## src/rtl/dp_pkg.sv

```systemverilog
// Shared definitions for the ARM data-processing execute stage: opcodes,
// NZCV bit positions, the operand bundle and opcode-class helpers.
package dp_pkg;

  localparam logic [3:0] OP_AND = 4'd0;
  localparam logic [3:0] OP_EOR = 4'd1;
  localparam logic [3:0] OP_SUB = 4'd2;
  localparam logic [3:0] OP_RSB = 4'd3;
  localparam logic [3:0] OP_ADD = 4'd4;
  localparam logic [3:0] OP_ADC = 4'd5;
  localparam logic [3:0] OP_SBC = 4'd6;
  localparam logic [3:0] OP_RSC = 4'd7;
  localparam logic [3:0] OP_TST = 4'd8;
  localparam logic [3:0] OP_TEQ = 4'd9;
  localparam logic [3:0] OP_CMP = 4'd10;
  localparam logic [3:0] OP_CMN = 4'd11;
  localparam logic [3:0] OP_ORR = 4'd12;
  localparam logic [3:0] OP_MOV = 4'd13;
  localparam logic [3:0] OP_BIC = 4'd14;
  localparam logic [3:0] OP_MVN = 4'd15;

  localparam int NZCV_N = 3;
  localparam int NZCV_Z = 2;
  localparam int NZCV_C = 1;
  localparam int NZCV_V = 0;

  typedef struct packed {
    logic [3:0]  opcode;
    logic        s_bit;
    logic [31:0] rn_value;
    logic [31:0] operand2;
    logic        shifter_carry;
    logic [3:0]  rd_addr;
  } dp_bundle_t;

  function automatic logic is_arith(input logic [3:0] op);
    logic r;
    case (op)
      OP_SUB, OP_RSB, OP_ADD, OP_ADC, OP_SBC, OP_RSC, OP_CMP, OP_CMN: r = 1'b1;
      default: r = 1'b0;
    endcase
    return r;
  endfunction

  // TST/TEQ/CMP/CMN: flags only, never written back
  function automatic logic is_compare(input logic [3:0] op);
    return (op[3:2] == 2'b10);
  endfunction

endpackage

```

## src/rtl/dp_alu_core.sv

```systemverilog
// Combinational ARM data-processing ALU: one 33-bit adder shared by all
// arithmetic opcodes plus the logical unit, producing result and raw flags.
module dp_alu_core
  import dp_pkg::*;
(
  input  logic [3:0]  opcode,
  input  logic [31:0] rn_value,
  input  logic [31:0] operand2,
  input  logic        c_in,
  input  logic        shifter_carry,
  output logic [31:0] result,
  output logic        n,
  output logic        z,
  output logic        c,
  output logic        v,
  output logic        wb_en
);

  logic [31:0] a_s;
  logic [31:0] b_s;
  logic        cin_s;
  logic [32:0] sum_s;
  logic [31:0] logic_s;

  // Adder operand selection; subtracts use A + ~B + cin so C is NOT borrow
  always_comb begin
    a_s   = rn_value;
    b_s   = operand2;
    cin_s = 1'b0;
    case (opcode)
      OP_SUB, OP_CMP: begin b_s = ~operand2; cin_s = 1'b1; end
      OP_RSB: begin a_s = operand2; b_s = ~rn_value; cin_s = 1'b1; end
      OP_ADC: cin_s = c_in;
      OP_SBC: begin b_s = ~operand2; cin_s = c_in; end
      OP_RSC: begin a_s = operand2; b_s = ~rn_value; cin_s = c_in; end
      default: cin_s = 1'b0;
    endcase
  end

  assign sum_s = {1'b0, a_s} + {1'b0, b_s} + {32'd0, cin_s};

  // Logical unit
  always_comb begin
    logic_s = 32'd0;
    case (opcode)
      OP_AND, OP_TST: logic_s = rn_value & operand2;
      OP_EOR, OP_TEQ: logic_s = rn_value ^ operand2;
      OP_ORR:         logic_s = rn_value | operand2;
      OP_MOV:         logic_s = operand2;
      OP_BIC:         logic_s = rn_value & ~operand2;
      OP_MVN:         logic_s = ~operand2;
      default:        logic_s = 32'd0;
    endcase
  end

  // Result and C/V select; V is only meaningful for arithmetic opcodes
  always_comb begin
    result = 32'd0;
    c      = 1'b0;
    v      = 1'b0;
    if (is_arith(opcode)) begin
      result = sum_s[31:0];
      c      = sum_s[32];
      v      = (a_s[31] == b_s[31]) && (sum_s[31] != a_s[31]);
    end else begin
      result = logic_s;
      c      = shifter_carry;
      v      = 1'b0;
    end
  end

  assign n     = result[31];
  assign z     = (result == 32'd0);
  assign wb_en = !is_compare(opcode);

endmodule

```

## src/rtl/dp_alu_stage.sv

```systemverilog
// Execute stage: valid/ready handshake, output register and NZCV register
// around dp_alu_core. Define DP_ALU_SKID_EN for a 1-entry input skid buffer.
module dp_alu_stage
  import dp_pkg::*;
(
  input  logic        clk,
  input  logic        reset,
  input  logic        in_valid,
  output logic        in_ready,
  input  logic [3:0]  opcode,
  input  logic        s_bit,
  input  logic [31:0] rn_value,
  input  logic [31:0] operand2,
  input  logic        shifter_carry,
  input  logic [3:0]  rd_addr,
  output logic        out_valid,
  input  logic        out_ready,
  output logic [31:0] result,
  output logic [3:0]  rd_out,
  output logic        wb_en,
  output logic [3:0]  nzcv
);

  dp_bundle_t  in_bundle_s;
  dp_bundle_t  eval_bundle_s;
  logic        in_ready_s;
  logic        accept_s;
  logic        load_s;
  logic [31:0] core_result_s;
  logic        core_n_s, core_z_s, core_c_s, core_v_s, core_wb_s;
  logic        flag_we_s;
  logic [3:0]  nzcv_next_s;

  logic        out_valid_r;
  logic [31:0] result_r;
  logic [3:0]  rd_r;
  logic        wb_r;
  logic [3:0]  nzcv_r;

  assign in_bundle_s = {opcode, s_bit, rn_value, operand2, shifter_carry, rd_addr};

`ifdef DP_ALU_SKID_EN
  logic       skid_valid_r;
  dp_bundle_t skid_bundle_r;
  logic       out_free_s;

  assign out_free_s    = !out_valid_r || out_ready;
  assign in_ready_s    = !reset && !skid_valid_r;
  assign accept_s      = in_valid && in_ready_s;
  // A skidded op is evaluated only when it moves out, keeping flags in order
  assign eval_bundle_s = skid_valid_r ? skid_bundle_r : in_bundle_s;
  assign load_s        = out_free_s && (skid_valid_r || accept_s);

  // Skid entry: filled on accept into a stalled output, emptied on drain
  always_ff @(posedge clk) begin
    if (reset) begin
      skid_valid_r  <= 1'b0;
      skid_bundle_r <= '0;
    end else if (accept_s && !out_free_s) begin
      skid_valid_r  <= 1'b1;
      skid_bundle_r <= in_bundle_s;
    end else if (skid_valid_r && out_free_s) begin
      skid_valid_r  <= 1'b0;
    end
  end
`else
  assign in_ready_s    = !reset && (!out_valid_r || out_ready);
  assign accept_s      = in_valid && in_ready_s;
  assign eval_bundle_s = in_bundle_s;
  assign load_s        = accept_s;
`endif

  dp_alu_core u_core (
    .opcode        (eval_bundle_s.opcode),
    .rn_value      (eval_bundle_s.rn_value),
    .operand2      (eval_bundle_s.operand2),
    .c_in          (nzcv_r[NZCV_C]),
    .shifter_carry (eval_bundle_s.shifter_carry),
    .result        (core_result_s),
    .n             (core_n_s),
    .z             (core_z_s),
    .c             (core_c_s),
    .v             (core_v_s),
    .wb_en         (core_wb_s)
  );

  assign flag_we_s = load_s && (eval_bundle_s.s_bit || is_compare(eval_bundle_s.opcode));

  // Next flag value; logical ops leave V untouched
  always_comb begin
    nzcv_next_s         = nzcv_r;
    nzcv_next_s[NZCV_N] = core_n_s;
    nzcv_next_s[NZCV_Z] = core_z_s;
    nzcv_next_s[NZCV_C] = core_c_s;
    if (is_arith(eval_bundle_s.opcode)) begin
      nzcv_next_s[NZCV_V] = core_v_s;
    end else begin
      nzcv_next_s[NZCV_V] = nzcv_r[NZCV_V];
    end
  end

  // Output register: load on evaluation, clear valid on drain, else hold
  always_ff @(posedge clk) begin
    if (reset) begin
      out_valid_r <= 1'b0;
      result_r    <= 32'd0;
      rd_r        <= 4'd0;
      wb_r        <= 1'b0;
    end else if (load_s) begin
      out_valid_r <= 1'b1;
      result_r    <= core_result_s;
      rd_r        <= eval_bundle_s.rd_addr;
      wb_r        <= core_wb_s;
    end else if (out_ready) begin
      out_valid_r <= 1'b0;
    end
  end

  // Flag register
  always_ff @(posedge clk) begin
    if (reset) begin
      nzcv_r <= 4'b0000;
    end else if (flag_we_s) begin
      nzcv_r <= nzcv_next_s;
    end
  end

  assign in_ready  = in_ready_s;
  assign out_valid = out_valid_r;
  assign result    = result_r;
  assign rd_out    = rd_r;
  assign wb_en     = wb_r;
  assign nzcv      = nzcv_r;

endmodule

```

## config.mk

```make
export PLATFORM = sky130hd
export DESIGN_NAME = dp_alu_stage
export DESIGN_NICKNAME = d
export VERILOG_FILES = /design/src/rtl/dp_pkg.sv /design/src/rtl/dp_alu_core.sv /design/src/rtl/dp_alu_stage.sv
export SDC_FILE = /design/constraint.sdc
export NUM_CORES = 1
export LEC_CHECK = 0
export ABC_CLOCK_PERIOD_IN_PS = 6500
export BUFFER_PORTS_ARGS = -buffer_cell sky130_fd_sc_hd__buf_2
export CAP_MARGIN = 20
export CORE_ASPECT_RATIO = 0.7
export CORE_MARGIN = 4
export CORE_UTILIZATION = 40
export CTS_CLUSTER_DIAMETER = 50
export DETAILED_ROUTE_END_ITERATION = 10
export PLACE_DENSITY = 0.71
export REMOVE_ABC_BUFFERS = 1
export SLEW_MARGIN = 20
export SYNTH_ARGS = -nofsm -noshare
export SYNTH_HDL_FRONTEND = slang
export SYNTH_SLANG_ARGS = --single-unit
```

## constraint.sdc

```tcl
create_clock -name clk -period 6.5 [get_ports clk]
set_input_delay 0.975 -clock clk [delete_from_list [all_inputs] [get_ports clk]]
set_output_delay 0.975 -clock clk [all_outputs]
set_load 0.05 [all_outputs]
```

# After elaboration in Yosys (flattened, before gate mapping)
# Memory sizes are Yosys's and may differ from the RTL's.
# Index checks and enable logic that the tools add are counted.
[word_totals]
rom_bits = 32
reg_bits = 42
mem_count = 2
word_cells = 60
out_inout_bits = 43
in_bits = 78
[memory_table]
columns = ["name", "words", "word_bits", "rd", "rd_ports_with_merged_regs", "write_ports", "line", "text"]
rows = [
  ["(no name shown)", 16, 1, 1, 0, 0, "dp_pkg.sv:38", "case (op)"],
  ["(no name shown)", 16, 1, 1, 0, 0, "dp_pkg.sv:38", ""],
]
[op_classes]
muxes = 9
n_addsub = 2
n_bitwise = 6
reduce_logical = 19
n_eq_ne = 16
[ops]
columns = ["cell", "count"]
rows = [
  ["32-bit case mux with 6 select lines", 1],
  ["32-bit AND", 2],
  ["32-bit two-way mux", 2],
  ["32-bit inverter", 2],
  ["32-bit case mux with 2 select lines", 1],
  ["32-bit by 32-bit adder with 33-bit output", 1],
  ["33-bit by 1-bit adder with 33-bit output", 1],
  ["32-bit zero test", 1],
  ["32-bit OR", 1],
  ["32-bit bitwise XOR", 1],
  ["4-bit == test, second input constant", 7],
  ["4-bit by 3-bit == test with 1-bit output, second input constant", 3],
  ["3-bit OR reduction", 3],
  ["4-bit by 2-bit == test with 1-bit output, second input constant", 2],
  ["2-bit OR reduction", 3],
  ["4-bit by 1-bit == test with 1-bit output, second input constant", 1],
  ["1-bit logical AND", 4],
  ["4-bit zero test", 1],
  ["1-bit two-way mux", 4],
  ["1-bit zero test", 3],
  ["2-bit == test, second input constant", 1],
  ["1-bit logical OR", 2],
  ["1-bit case mux with 2 select lines", 1],
  ["2-bit AND reduction", 1],
  ["other kinds (3)", 3],
]

# Longest topological paths before layout
[logic_depth]
depth_word = 8
ltp_mapped = 22
mapped_depth_nobuf = 18

# Modules after synthesis
# A second synthesis with hierarchy kept.
[unflattened]
cells_unflattened = 1060
hier_area_um2 = 6837.8
[modules_own_cells]
columns = ["mod", "instances", "seq_area_each_um2", "area_per_inst_um2", "cells_each"]
rows = [
  ["dp_alu_core", 1, 0.0, 5260.0, 874],
  ["dp_alu_stage", 1, 840.8, 1577.8, 186],
]

# Worst setup path before layout
# No wires, ideal clock.
[synth_timing]
path_type = "input -> register"
start = "input opcode[0]"
end = "register nzcv_r[2] (netlist: nzcv[2])"
setup_ps = 84
arrival_time_ps = 5841
n_path_buf = 6
t_required_ps = 6416
stages = 22
path_slack_ps = 575
path_cell_list = "buf_2 > buf_2 > buf_2 > buf_1 > buf_2 > o31ai_1 > clkbuf_1 > nor2_1 > a211oi_1 > fa_1 > inv_1 > fa_1 > a21o_1 > a221o_1 > a211oi_2 > a21oi_1 > xor2_1 > a221o_1 > or4_1 > nor4_2 > nand4_1 > o31ai_2"
[synth_between]
elab_chain_len = 7
word_cells_on_any_way = 29
classes_between = "add/sub: 2; eq/ne: 13; mux: 5; reduce/logical: 8; memory: 1"
[synth_rtl]
columns = ["element", "line", "text"]
rows = [
  ["start, declared", "dp_alu_stage.sv:10", "input logic [3:0] opcode,"],
  ["4-bit by 2-bit == test with 1-bit output (tied with other cells)", "dp_alu_core.sv:30", "case (opcode)"],
  ["3-bit OR reduction (no source line) or 2-bit OR reduction (tied branches)", "-", ""],
  ["32-bit case mux with 2 select lines or 32-bit two-way mux (tied branches)", "dp_alu_core.sv:30", ""],
  ["32-bit by 32-bit adder with 33-bit output", "dp_alu_core.sv:40", "assign sum_s = {1'b0, a_s} + {1'b0, b_s} + {32'd0, cin_s};"],
  ["33-bit by 1-bit adder with 33-bit output", "dp_alu_core.sv:40", ""],
  ["32-bit two-way mux (*)", "dp_alu_core.sv:61", "if (is_arith(opcode)) begin"],
  ["32-bit zero test (*)", "dp_alu_core.sv:73", "assign z = (result == 32'd0);"],
  ["end signal, assigned", "dp_alu_stage.sv:124", "nzcv_r <= nzcv_next_s;"],
  ["end, declared", "dp_alu_stage.sv:38", "logic [3:0] nzcv_r;"],
]
# Every way passes the cells marked *; elsewhere a longest branch is shown, timed or not.
# A chain may end at the register's enable or synchronous reset.

# Worst setup path after layout
[layout_timing]
start = "input opcode[1]"
end = "register nzcv_r[2] (netlist: nzcv[2])"
# Same word-level chain as after synthesis.

==> metrics.md <==
| Metric | Value |
|---|---|
| Outcome | finished clean |
| CTS Buf Count | 5 |
| Hold Path Depth | 2 |
| Final nets | 1276 |
| Compound-Gate Fraction of Synth Area | 37.7% |
| Pin count of the biggest net entering global routing | 58 |
| Io pins | 121 |
| Setup skew after layout | 0.00607 ns |
| Class of the worst hold path | reg2reg |
| Placed Cells | 1351 |
| Count leader, synth | o21ai_0 |
| YS warnings | 0 |
| Finished Core Util | 46.7% |
| Critical path class | in2reg |
| IO buf count | 120 |
| Synth top area cells | o21ai_0 12%, dfxtp_1 12%, ha_1 12% |
| Vias | 8305 |
| Yosys reg bits | 42 |
| Leakage | 3.51 nW |
| Synth Instances | 1058 |
| Post-CTS Setup Repair Bufs | 0 |
| Clock Pin Slew Worst Setup and Hold Paths | 0.06 ns |
| Area Growth Syn to Fin | 13.0% |
| # resized after CTS | 0 |
| Final Non-Filler Cells | 1360 |
| Place WS | 0.757 ns |
| Largest family of logic cells by synthesized area | compound AO/OA/AOI/OAI gates |
| Period utilization | 84.3% |
| Initial antenna violation count | 1 |
| Share of cells above drive strength 1 | 15.0% |
| Detailed Route Iter0 Violations | 1140 |
| GRT Total Usage | 25.7% |
| Signal arrival time at the worst endpoint | 5.69 ns |
| Area leader, netlist | o21ai_0 |
| Req. time, crit path | 6.71 ns |
| Post-synthesis adder-cell area fraction | 12.2% |
| Asr flop ratio synth | 0% |
| Post-Synth Simple-Gate Area | 24.3% |
| Total wire length | 25300 um |
| Core Box Area | 16500 um2 |
| # DRC | 0 |
| Vias per cell | 6.11 |
| H-tree depth reported by CTS | 2 |
| Mapped Area | 6810 um2 |
| Setup crit end kind | flop |
| Yosys top cell area share | 12.5% |
| Final Hold Fails | 0 |
| Worst Path Max Fanout | 51 |
| Pwr per Cell Area | 185 nW/um2 |
| # hold bufs at CTS | 0 |
| CTS tree | done |
| Root buffer cell | clkbuf_16 |
| Overflow left after global routing | 0 |
| Starting Density | 41.3% |
| Top post-synthesis cells by count | 170 x o21ai_0, 148 x nand2_1, 88 x a21oi_1, 76 x inv_1, 63 x ha_1 |
| Routed length per instance | 18.6 um |
| Max-cap violations | 0 |
| Peak Freq | 183 MHz |
| Unrepaired setup endpoints after global routing | no |
| Die width | 164 um |
| Worst-Skew Late Latency | 0.29 ns |
| Placer Congestion | 0.987 |
| Seq/Total Area, Yosys | 12.3% |
| VDD IR max | 0.0956 mV |
| DIE AREA | 19200 um2 |
| R2r worst-path depth | 16 |
| First-pass GRT wire length | 39500 um |
| Post-synthesis mux area share | 2.26% |
| Height of the die | 117 um |
| Post-synth EDFFs | 0 |
| R2R setup slack | 2.06 ns |
| Syn avg cell area | 6.44 um2 |
| Met1 usage | 40.0% |
| Worst Max-Slew Pin Slew | 0.865 ns |
| ANT nets after route | 0 |
| Routing usage on met2 | 34.7% |
| Worst Slack Setup Final | 1.02 ns |
| Vias in the first global route | 7208 |
| Number of cell rows | 39 |
| Type of origin of the critical path | input pin |
| Met3 usage | 5.95% |
| Setup violators final | 0 |
| GRT busiest layer | met1 |
| Cell variety after synth | 81 |
| Slew Viols, Final | 0 |
| XOR/XNOR Fraction of Synth Area | 2.19% |
| TritonRoute pass-1 iters | 6 |
| Fill count | 1737 |
| Final HPWL DP | 18800 um |
| Clock buffer depth | 2 |
| Relative slew slack | 41.9% |
| Num Clock Sinks | 42 |
| Dominant synthesized flop cell | dfxtp_1 |
| Post-route minimum period | 5.48 ns |
kinds of logic (layout without fill, tap and decap cells):
group,after synthesis,in the layout
xor+xnor,17,17
buf+inv,150,226
flops,42,42
compound gates,414,414
simple gates,355,355
other cells,0,1
mux,15,15
fa+ha+maj,65,65
final timing paths:
check,startpoint,end
worst max-delay path,opcode[1],nzcv[2]$_SDFFE_PP0P_
worst min-delay path,result[18]$_SDFFE_PP0P_,result[18]$_SDFFE_PP0P_
worst min register to register,result[18]$_SDFFE_PP0P_,result[18]$_SDFFE_PP0P_
worst max register to register,nzcv[1]$_SDFFE_PP0P_,nzcv[2]$_SDFFE_PP0P_
area by class of cell:
| class | count | area [um2] | share of cell area, % |
|---|---|---|---|
| timing repair buffer | 141 | 758 | 9.84 |
| clock buffer | 7 | 143 | 1.85 |
| clock inverter | 1 | 5.00 | 0.0650 |
| sequential | 42 | 841 | 10.9 |
| inverter | 77 | 289 | 3.75 |
| multi-input combinational | 866 | 5380 | 69.9 |
| antenna | 1 | 2.50 | 0.0325 |
| tap | 225 | 282 | 3.65 |
where the power goes:
group / internal [mW] / switching (mW) / total (mW)
sequential: 0.288 / 0.0136 / 0.301
combinational: 0.289 / 0.571 / 0.860
clock: 0.153 / 0.107 / 0.260
total: 0.729 / 0.692 / 1.42
per-layer routing:
layer	part of all wire [%]	vias up
li1	-	4014
met2	38	519
met4	1.7	2
met1	47	3723
met5	0.028	-
met3	14	47
sequential cells by signal, summed over array words and instances (netlist names):
signal,cells
nzcv,4
rd_out,4
wb_en,1
out_valid,1
result,32
cells in the final DEF, fill, tap and decap left out, types with 4 or more instances in the layout:
cell type	instances
a221o_1	5
nand3_1	49
inv_1	76
nor2_1	60
a31oi_1	8
nor3_1	22
mux2i_1	12
nand4_1	8
o21a_1	9
clkbuf_16	5
a211o_1	5
a211oi_1	22
o21ai_1	4
nand2_1	148
a21o_1	7
xnor2_1	9
o2111ai_1	4
a21oi_1	88
ha_1	63
a22oi_1	7
buf_2	120
xor2_1	8
nor2b_1	19
or4_1	7
and3_1	6
a22o_1	4
buf_4	21
o22ai_1	5
o31ai_1	9
o21ai_0	170
o211ai_1	13
a221oi_1	6
nand2b_1	7
dfxtp_1	42
critical path, cell delays in order:
cell	delay, ns
buf_2	0.10
buf_4	0.50
nor2_1	0.13
a2111oi_0	0.41
a31oi_1	0.12
fa_1	0.48
inv_1	0.10
fa_1	0.22
a21o_1	0.20
a221oi_2	0.11
o311ai_1	0.46
mux2_2	0.24
o211ai_1	0.13
a211o_2	0.34
or4_1	0.52
nor4_2	0.21
nand4_1	0.16
o31ai_2	0.24
per-stage QoR:
step / power [mW] / area (um2) / setup TNS [ns] / hold WS, ns
floorplan: 0.893 / 6480 / -5.95 / 0.674
global placement: 1.14 / 7550 / 0 / 0.441
detailed placement: 1.14 / 7550 / 0 / 0.444
CTS: 1.40 / 7700 / 0 / 0.455
global route: 1.51 / 7700 / 0 / 0.466
finish: 1.42 / 7700 / 0 / 0.454
Note: power is estimated with default switching activity, not from simulation.
